### src/rtl/mem_stage.sv
// Memory-access stage of the RV32 pipeline: data-memory handshake, store lane steering,
// load alignment/extension, writeback select and the MEM/WB register.
// Optional feature macro: MEM_MISALIGN_TRAP_EN (adds mem_misalign and suppresses misaligned accesses).
module mem_stage #(
    parameter int DATA_W = 32,
    parameter int PC_W   = 32
) (
    input  logic              clk,
    input  logic              rst,
    input  logic [PC_W-1:0]   MEM_PCtoReg,
    input  logic [DATA_W-1:0] MEM_ALUout,
    input  logic [DATA_W-1:0] MEM_forward_rs2_data,
    input  logic [4:0]        MEM_rd_addr,
    input  logic              MEM_RDsrc,
    input  logic              MEM_Memread,
    input  logic              MEM_Memwrite,
    input  logic              MEM_MemtoReg,
    input  logic              MEM_RegWrite,
    input  logic [2:0]        MEM_lw_type,
    input  logic [2:0]        MEM_sw_type,
    input  logic              dm_ready,
    input  logic              dm_rvalid,
    input  logic [DATA_W-1:0] dm_rdata,
    output logic              dm_req,
    output logic              dm_we,
    output logic [3:0]        dm_bwe,
    output logic [DATA_W-1:0] dm_addr,
    output logic [DATA_W-1:0] dm_wdata,
    output logic              mem_stall,
    output logic [DATA_W-1:0] MEM_fwd_data,
`ifdef MEM_MISALIGN_TRAP_EN
    output logic              mem_misalign,
`endif
    output logic              WB_RegWrite,
    output logic [4:0]        WB_rd_addr,
    output logic [DATA_W-1:0] WB_wdata
);

    typedef enum logic [1:0] {
        S_IDLE,
        S_REQ,
        S_RESP
    } state_t;

    state_t state, state_n;

    logic [1:0] off;
    logic       is_load, is_store, acc_raw, acc, misalign;
    logic       ld_half, ld_byte, st_half, st_byte;
    logic       store_done, load_done;

    // A simultaneous read+write is treated as a load.
    assign is_load  = MEM_Memread;
    assign is_store = MEM_Memwrite & ~MEM_Memread;
    assign acc_raw  = MEM_Memread | MEM_Memwrite;
    assign off      = MEM_ALUout[1:0];

    assign ld_half = (MEM_lw_type == 3'd1) || (MEM_lw_type == 3'd3);
    assign ld_byte = (MEM_lw_type == 3'd2) || (MEM_lw_type == 3'd4);
    assign st_half = (MEM_sw_type == 3'd1);
    assign st_byte = (MEM_sw_type == 3'd2);

`ifdef MEM_MISALIGN_TRAP_EN
    logic acc_half, acc_word;
    assign acc_half = is_load ? ld_half : st_half;
    assign acc_word = is_load ? !(ld_half || ld_byte) : !(st_half || st_byte);
    assign misalign = acc_raw & ((acc_word & (off != 2'b00)) | (acc_half & off[0]));
`else
    assign misalign = 1'b0;
`endif

    assign acc = acc_raw & ~misalign;

    // NOTE: every signal driven in an always_comb gets a default first so no latch is inferred.
    always_comb begin
        state_n = state;
        dm_req  = 1'b0;
        case (state)
            S_IDLE: begin
                if (acc) begin
                    dm_req = 1'b1;
                    if (dm_ready) state_n = is_load ? S_RESP : S_IDLE;
                    else          state_n = S_REQ;
                end
            end
            S_REQ: begin
                dm_req = 1'b1;
                if (dm_ready) state_n = is_load ? S_RESP : S_IDLE;
            end
            S_RESP: begin
                if (dm_rvalid) state_n = S_IDLE;
            end
            default: state_n = S_IDLE;
        endcase
    end

    // NOTE: state uses non-blocking assignments so every flop samples pre-edge values.
    always_ff @(posedge clk) begin
        if (rst) state <= S_IDLE;
        else     state <= state_n;
    end

    // rvalid outside RESP never completes anything, so a stale response is harmless.
    assign store_done = dm_req & dm_ready & is_store;
    assign load_done  = (state == S_RESP) & dm_rvalid;
    assign mem_stall  = acc & ~store_done & ~load_done;

    assign dm_we   = dm_req & is_store;
    assign dm_addr = {MEM_ALUout[DATA_W-1:2], 2'b00};

    always_comb begin
        dm_bwe   = 4'b1111;
        dm_wdata = MEM_forward_rs2_data;
        if (st_half) begin
            dm_bwe   = off[1] ? 4'b1100 : 4'b0011;
            dm_wdata = {(DATA_W/16){MEM_forward_rs2_data[15:0]}};
        end else if (st_byte) begin
            dm_bwe   = 4'b0001 << off;
            dm_wdata = {(DATA_W/8){MEM_forward_rs2_data[7:0]}};
        end
    end

    logic [7:0]        byte_lane;
    logic [15:0]       half_lane;
    logic [DATA_W-1:0] load_data, wb_sel;

    always_comb begin
        case (off)
            2'd0:    byte_lane = dm_rdata[7:0];
            2'd1:    byte_lane = dm_rdata[15:8];
            2'd2:    byte_lane = dm_rdata[23:16];
            default: byte_lane = dm_rdata[31:24];
        endcase
        half_lane = off[1] ? dm_rdata[31:16] : dm_rdata[15:0];
        case (MEM_lw_type)
            3'd1:    load_data = {{(DATA_W-16){half_lane[15]}}, half_lane};
            3'd2:    load_data = {{(DATA_W-8){byte_lane[7]}}, byte_lane};
            3'd3:    load_data = {{(DATA_W-16){1'b0}}, half_lane};
            3'd4:    load_data = {{(DATA_W-8){1'b0}}, byte_lane};
            default: load_data = dm_rdata;
        endcase
    end

    assign MEM_fwd_data = MEM_RDsrc ? DATA_W'(MEM_PCtoReg) : MEM_ALUout;
    assign wb_sel       = MEM_RDsrc ? DATA_W'(MEM_PCtoReg)
                                    : (MEM_MemtoReg ? load_data : MEM_ALUout);

    // A stall edge inserts a bubble; rd and data still load so WB never holds X.
    always_ff @(posedge clk) begin
        if (rst) begin
            WB_RegWrite <= 1'b0;
            WB_rd_addr  <= 5'd0;
            WB_wdata    <= '0;
        end else begin
            WB_RegWrite <= MEM_RegWrite & ~mem_stall & ~misalign;
            WB_rd_addr  <= MEM_rd_addr;
            WB_wdata    <= wb_sel;
        end
    end

`ifdef MEM_MISALIGN_TRAP_EN
    always_ff @(posedge clk) begin
        if (rst) mem_misalign <= 1'b0;
        else     mem_misalign <= misalign;
    end
`endif

endmodule
### config.mk
export PLATFORM = sky130hd
export DESIGN_NAME = mem_stage
export DESIGN_NICKNAME = d
export VERILOG_FILES = /design/src/rtl/mem_stage.sv
export SDC_FILE = /design/constraint.sdc
export NUM_CORES = 1
export LEC_CHECK = 0
export BUFFER_PORTS_ARGS = -buffer_cell sky130_fd_sc_hd__buf_2
export CAP_MARGIN = 20
export CORE_AREA = 4 4 109 111
export CTS_BUF_LIST = sky130_fd_sc_hd__clkbuf_4 sky130_fd_sc_hd__clkbuf_8
export DETAILED_ROUTE_END_ITERATION = 8
export DIE_AREA = 0 0 113 115
export PLACE_DENSITY = 0.7
export SKIP_CTS_REPAIR_TIMING = 1
export SLEW_MARGIN = 20
export SYNTH_ARGS = -nofsm -noshare
export SYNTH_HDL_FRONTEND = slang
export SYNTH_SLANG_ARGS = --single-unit
### constraint.sdc
create_clock -name clk -period 2.1 [get_ports clk]
set_input_delay 0.42 -clock clk [delete_from_list [all_inputs] [get_ports clk]]
set_output_delay 0.42 -clock clk [all_outputs]
set_load 0.1 [all_outputs]
==> impl_metrics.py, run 1 <==
metrics = {
    "cells_and_area": {
        "final-instance-count-excl-fill": 833,
        "post-route-util_pct": 55.6,
        "finalNetCount": 840,
        "postLayoutCellArea_um2": 6000,
        "drive_above_1_share_pct": 56.4,
        "syn_to_final_growth_pct": 75.9,
        "diodes": 0,
    },
    "global_route": {
        "grt_pass1_wl_um": 23500,
        "antenna_found_initial": 1,
        "grt.overflow.total": 0,
        "grt_pass1_vias": 4562,
        "grt_usage_pct": 22.8,
        "grt_max_degree": 37,
    },
    "sta": {
        "final.setup.tns_ns": 0,
        "tightest_slew_ns": 0.666,
        "final_hold_viol_count": 0,
        "whs_ns": 0.331,
        "maxSlewViolCount": 0,
        "finalSetupViolCount": 0,
        "finClkSkew_ns": 0.0105,
        "rsz0062_at_grt": "no",
        "finalCritPeriodShare_pct": 97.0,
        "setup_slack_ns": 0.0629,
        "slew_headroom_pct": 55.4,
        "period_needed_ns": 2.04,
        "max_freq_ghz": 0.491,
    },
    "route": {
        "via_count": 4350,
        "first_pass_iters": 4,
        "wire_per_inst_um": 18.8,
        "remaining_drc_errors": 0,
        "drt-initial-drc-count": 251,
        "route.final.wire_length_um": 15700,
        "viasPerCell": 5.22,
        "ant_nets": 0,
    },
    "setup_path": {
        "crit_path_start_kind": "primary input",
        "critical_path_buf_inv_count": 3,
        "reg2reg_to": "WB_RegWrite",
        "startpoint": "MEM_sw_type[1]",
        "path_cells": "buf_2 -> nor2b_2 -> o21bai_2 -> buf_6 -> mux2_2 -> buf_12",
        "path_delay_family": "buffers and inverters",
        "crit_required_ns": 1.68,
        "end_kind": "output pin",
        "max_stage_delay_ns": 0.38,
        "reg2regPathDepth": 4,
        "cp.depth": 6,
        "cp_slowest_cell": "mux2_2",
        "rrSetupSlack_ns": 1.04,
        "endpoint": "dm_wdata[22]",
        "arrival_ns": 1.62,
        "reg2reg_from": "state[1]",
        "crit_type": "primary input to output pin",
        "cp_max_fo": 14,
    },
    "synthesis": {
        "synth_cell_types": 47,
        "avgSynthCellArea_um2": 7.57,
        "ys_ff_latch": 40,
        "postSynthCellCount": 451,
        "yosys_warnings": 0,
        "async_flop_share_pct": 0,
        "ys_seq_area_share_pct": 23.5,
        "netlist_area_um2": 3410,
        "synthFlopType": "dfxtp_1",
        "synth_edf_count": 0,
    },
    "placed_design": {
        "pre_cts_slack_ns": 0.00719,
        "placed_area_um2": 5870,
        "io_buffers": 286,
        "dp.cells": 825,
        "gp_congestion": 0.888,
        "hpwl_um": 13400,
    },
    "floorplan": {
        "ioPinCount": 289,
        "die_y_um": 115,
        "dieArea_um2": 13000,
        "start_util_pct": 31.6,
        "die_width_um": 113,
        "core-area_um2": 10800,
        "num_rows": 38,
    },
    "power_and_ir_drop": {
        "power_density_nw_per_um2": 706,
        "finalPower_mw": 4.24,
        "vdd_drop_max_mv": 0.369,
        "p_leak_nw": 2.93,
    },
    "flow_run": {
        "drv_cap": 0,
    },
    "cts": {
        "h-tree-depth": 2,
        "cts_tree": "done",
        "clk_latency_ns": 0.29,
        "cts_root_buf": "clkbuf_8",
        "clock_sinks": 40,
        "clkTransAtPathRegs_ns": 0.08,
        "cts.path.max_buffers": 2,
        "numCtsBuffers": 5,
    },
    "worst_hold_path": {
        "hold_depth": 2,
        "hold_path.class": "primary input to flip-flop",
    },
    "status": {
        "status": "completed",
    },
}
-- metal layers --
metal	up-vias	share of wire (%)	track usage [%]
met2	223	54	44.2
li1	2079	-	-
met3	31	9.4	6.89
met4	2	2.3	7.45
met5	-	0.045	0
met1	2015	34	23.3
-- cell type report --
cell class              count  area (um2)
inverters                  26        97.6
repair buffers            309        2560
fillers                  1017        4790
clock buffers               6        82.6
flip-flops and latches     40         801
well taps                 140         175
clock inverters             2        38.8
multi-input cells         310        2250
-- layout by cell type, fill, tap and decap left out, types with 2 or more instances in the layout --
cell type,synthesis,final
mux2i_1,14,14
nand2_1,72,72
a31oi_1,3,2
buf_2,7,224
a311oi_2,10,10
nand2b_1,4,4
nor3_1,5,5
nor2b_1,11,10
buf_12,0,64
o221ai_1,3,3
o211ai_1,3,3
o21ai_2,0,26
a21oi_1,12,10
o22ai_1,29,29
a221oi_1,4,4
dfxtp_1,40,40
nor4_1,4,4
nand3b_1,2,2
nor3b_1,3,2
nor2_1,15,14
o2111a_1,2,2
a21o_1,2,2
a21oi_4,0,2
clkbuf_8,0,6
a311oi_1,6,6
buf_4,40,19
conb_1,1,2
mux2_2,24,24
inv_1,25,25
a22oi_1,16,16
o21ai_4,0,4
o211a_1,9,9
o21ai_0,40,9
-- cells in the mapped netlist (2+ instances only) --
| cell type | instances | share of area [%] |
|---|---|---|
| buf_2 | 7 | 1.0 |
| o2111a_1 | 2 | 0.66 |
| nor2b_1 | 11 | 2.0 |
| nor3b_1 | 3 | 0.66 |
| a22oi_1 | 16 | 3.5 |
| nor2_1 | 15 | 1.6 |
| nand2_1 | 72 | 7.9 |
| mux2i_1 | 14 | 4.1 |
| a31oi_1 | 3 | 0.55 |
| nor4_1 | 4 | 0.73 |
| mux2_2 | 24 | 7.9 |
| a21oi_1 | 12 | 1.8 |
| a221oi_1 | 4 | 1.0 |
| o22ai_1 | 29 | 5.3 |
| nand2b_1 | 4 | 0.73 |
| o221ai_1 | 3 | 0.77 |
| a21o_1 | 2 | 0.44 |
| dfxtp_1 | 40 | 23 |
| o211ai_1 | 3 | 0.66 |
| a311oi_1 | 6 | 1.5 |
| a311oi_2 | 10 | 4.4 |
| clkbuf_1 | 25 | 2.7 |
| buf_6 | 2 | 0.66 |
| buf_4 | 40 | 8.8 |
| o211a_1 | 9 | 2.6 |
| nor3_1 | 5 | 0.73 |
| o21ai_0 | 40 | 5.9 |
| inv_1 | 25 | 2.7 |
| buf_1 | 2 | 0.22 |
| nand3b_1 | 2 | 0.44 |
-- state kept, by name, indices dropped and copies added (netlist names) --
name,cells
WB_rd_addr,5
state,2
WB_wdata,32
WB_RegWrite,1
-- how the worst min path moves through the flow --
stage / from / endpoint / slack, ns
floorplan: dm_ready / state[0] / 0.50
finish: dm_ready / state[0] / 0.33
CTS: dm_ready / state[0] / 0.31
global placement: state[1] / state[0] / 0.57
global route: dm_ready / state[0] / 0.32
detailed placement: state[0] / state[1] / 0.59
-- cell families (layout without fill, tap and decap cells) --
kind of cell | after synthesis | after routing | synth area share, %
AOI/OAI and AO/OA | 143 | 143 | 30.1
xor gates and xnor gates | 2 | 2 | 0.513
buffers and inverters | 102 | 343 | 16.3
DFF | 40 | 40 | 23.5
muxes | 39 | 39 | 12.7
other | 1 | 2 | 0.110
and+or+nand+nor | 124 | 124 | 16.8
-- report_power, final --
part | switching, mW | internal [mW] | leakage (nW)
Combinational | 1.97 | 0.757 | 2.54
Sequential | 0.0177 | 0.817 | 0.333
Clock | 0.294 | 0.389 | 0.0614
Total | 2.28 | 1.96 | 2.93
(Power assumes the default switching activity.)
==> run 2: changes to the inputs <==
- PLACE_DENSITY: 0.7 -> unset
- PLACE_DENSITY_LB_ADDON: unset -> 0.08
==> impl_metrics.py, run 2 (synthesized netlist as in run 1, its figures left out) <==
metrics = {
    "setup_path": {
        "path_cells": "buf_2 -> nor2b_1 -> buf_4 -> o21bai_4 -> buf_6 -> mux2_2 -> buf_12",
        "cp_max_fo": 7,
        "cp_slowest_cell": "mux2_2",
        "max_stage_delay_ns": 0.37,
        "reg2regPathDepth": 4,
        "end_kind": "output pin",
        "crit_path_start_kind": "primary input",
        "arrival_ns": 1.64,
        "crit_type": "primary input to output pin",
        "crit_required_ns": 1.68,
    },
    "route": {
        "via_count": 4285,
        "remaining_drc_errors": 0,
        "ant_nets": 0,
        "route.final.wire_length_um": 15100,
        "drt-initial-drc-count": 259,
        "viasPerCell": 5.11,
        "wire_per_inst_um": 18.0,
        "first_pass_iters": 4,
    },
    "placed_design": {
        "io_buffers": 286,
        "pre_cts_slack_ns": -0.0712,
        "placed_area_um2": 5860,
        "hpwl_um": 12500,
        "gp_congestion": 0.903,
        "dp.cells": 826,
    },
    "sta": {
        "period_needed_ns": 2.06,
        "finClkSkew_ns": 0.00345,
        "setup_slack_ns": 0.0385,
        "final_hold_viol_count": 0,
        "finalCritPeriodShare_pct": 98.2,
        "tightest_slew_ns": 0.914,
        "whs_ns": 0.313,
        "slew_headroom_pct": 38.9,
        "finalSetupViolCount": 0,
        "maxSlewViolCount": 0,
        "final.setup.tns_ns": 0,
        "max_freq_ghz": 0.485,
    },
    "floorplan": {
        "die_width_um": 113,
        "dieArea_um2": 13000,
        "start_util_pct": 31.6,
        "die_y_um": 115,
        "core-area_um2": 10800,
        "num_rows": 38,
        "ioPinCount": 289,
    },
    "cts": {
        "clock_sinks": 40,
        "clk_latency_ns": 0.30,
        "clkTransAtPathRegs_ns": 0.09,
        "numCtsBuffers": 5,
        "h-tree-depth": 2,
        "cts.path.max_buffers": 2,
        "cts_root_buf": "clkbuf_8",
        "cts_tree": "done",
    },
    "global_route": {
        "grt_pass1_vias": 4266,
        "grt_pass1_wl_um": 22800,
        "grt_usage_pct": 21.8,
        "grt.overflow.total": 0,
        "grt_max_degree": 42,
        "antenna_found_initial": 2,
    },
    "cells_and_area": {
        "fillers": 1040,
        "finalNetCount": 843,
        "top_regs": "WB_wdata x32, WB_rd_addr x5, state x2",
        "final-instance-count-excl-fill": 838,
        "final_cell_mix": "224 x buf_2, 72 x nand2_1, 62 x buf_12",
        "postLayoutCellArea_um2": 6030,
        "drive_above_1_share_pct": 56.8,
        "final_common_cell": "buf_2",
        "regMostFlops": "WB_wdata",
        "largest_register_ffs": 32,
        "syn_to_final_growth_pct": 76.7,
    },
    "power_and_ir_drop": {
        "power_density_nw_per_um2": 701,
        "p_int_mw": 1.93,
        "p_leak_nw": 2.94,
        "p_sw_share_pct": 54.3,
        "vdd_drop_max_mv": 0.384,
        "clkPwrFrac_pct": 16.0,
        "pwr-share-seq_pct": 19.7,
        "power.switching_mw": 2.29,
        "power.share.combinational_pct": 64.4,
    },
    "worst_hold_path": {
        "hold_path.class": "primary input to flip-flop",
        "hold_depth": 2,
    },
    "flow_run": {
        "drv_cap": 0,
    },
    "status": {
        "status": "completed",
    },
}
## run 2: cell types whose count changed in the layout (fill, tap and decap cells not counted), moves of 2 or more
cell	delta
buf_6	+2
diode_2	+2
buf_4	+3
buf_12	-2
## run 2: layout make-up
| type | count | area [um2] | share of cell area [%] |
|---|---|---|---|
| antenna | 2 | 5.00 | 0.0830 |
| multi-input combinational | 310 | 2270 | 37.6 |
| clock inverter | 3 | 46.3 | 0.767 |
| timing repair buffer | 312 | 2570 | 42.6 |
| clock buffer | 5 | 68.8 | 1.14 |
| sequential | 40 | 801 | 13.3 |
| tap | 140 | 175 | 2.90 |
| inverter | 26 | 97.6 | 1.62 |
## run 2: worst paths after layout
kind                  endpoint           start  slack (ns)
setup / recovery  dm_wdata[18]  MEM_sw_type[1]        0.04
hold / removal        state[0]        dm_ready        0.31
setup reg to reg   WB_RegWrite        state[1]        1.05
hold reg to reg       state[1]        state[0]        0.61
## run 2: metrics by stage
| stage | util [%] | total power, mW |
|---|---|---|
| 2_1_floorplan | - | 2.78 |
| 3_3_place_gp | 54.3 | 3.55 |
| 3_5_place_dp | 54.3 | 3.57 |
| 4_1_cts | 55.4 | 4.25 |
| 5_1_grt | 55.9 | 4.38 |
| 6_report | 55.9 | 4.23 |
## run 2: critical path, delay by kind of cell
family | cells | cell delay [ns]
buffers and inverters | 4 | 0.58
multiplexers | 1 | 0.37
AND/OR/NAND/NOR | 1 | 0.12
AO/OA/AOI/OAI | 1 | 0.15
## run 2: power by group through the flow
stage / registers [mW] / logic [mW] / clock network, mW
detailed placement: 0.850 / 2.72 / 0
floorplan: 1.26 / 1.52 / 0
CTS: 0.832 / 2.72 / 0.696
finish: 0.831 / 2.72 / 0.676
global route: 0.838 / 2.82 / 0.718
global placement: 0.849 / 2.71 / 0
## run 2: per-layer routing
layer / vias to the layer above / wire length [um] / GRT usage, %
met4: 0 / 395 / 7.61
met1: 1964 / 5630 / 25.2
met3: 24 / 1420 / 6.42
li1: 2093 / - / -
met2: 204 / 7670 / 38.4
met5: - / 0 / 0
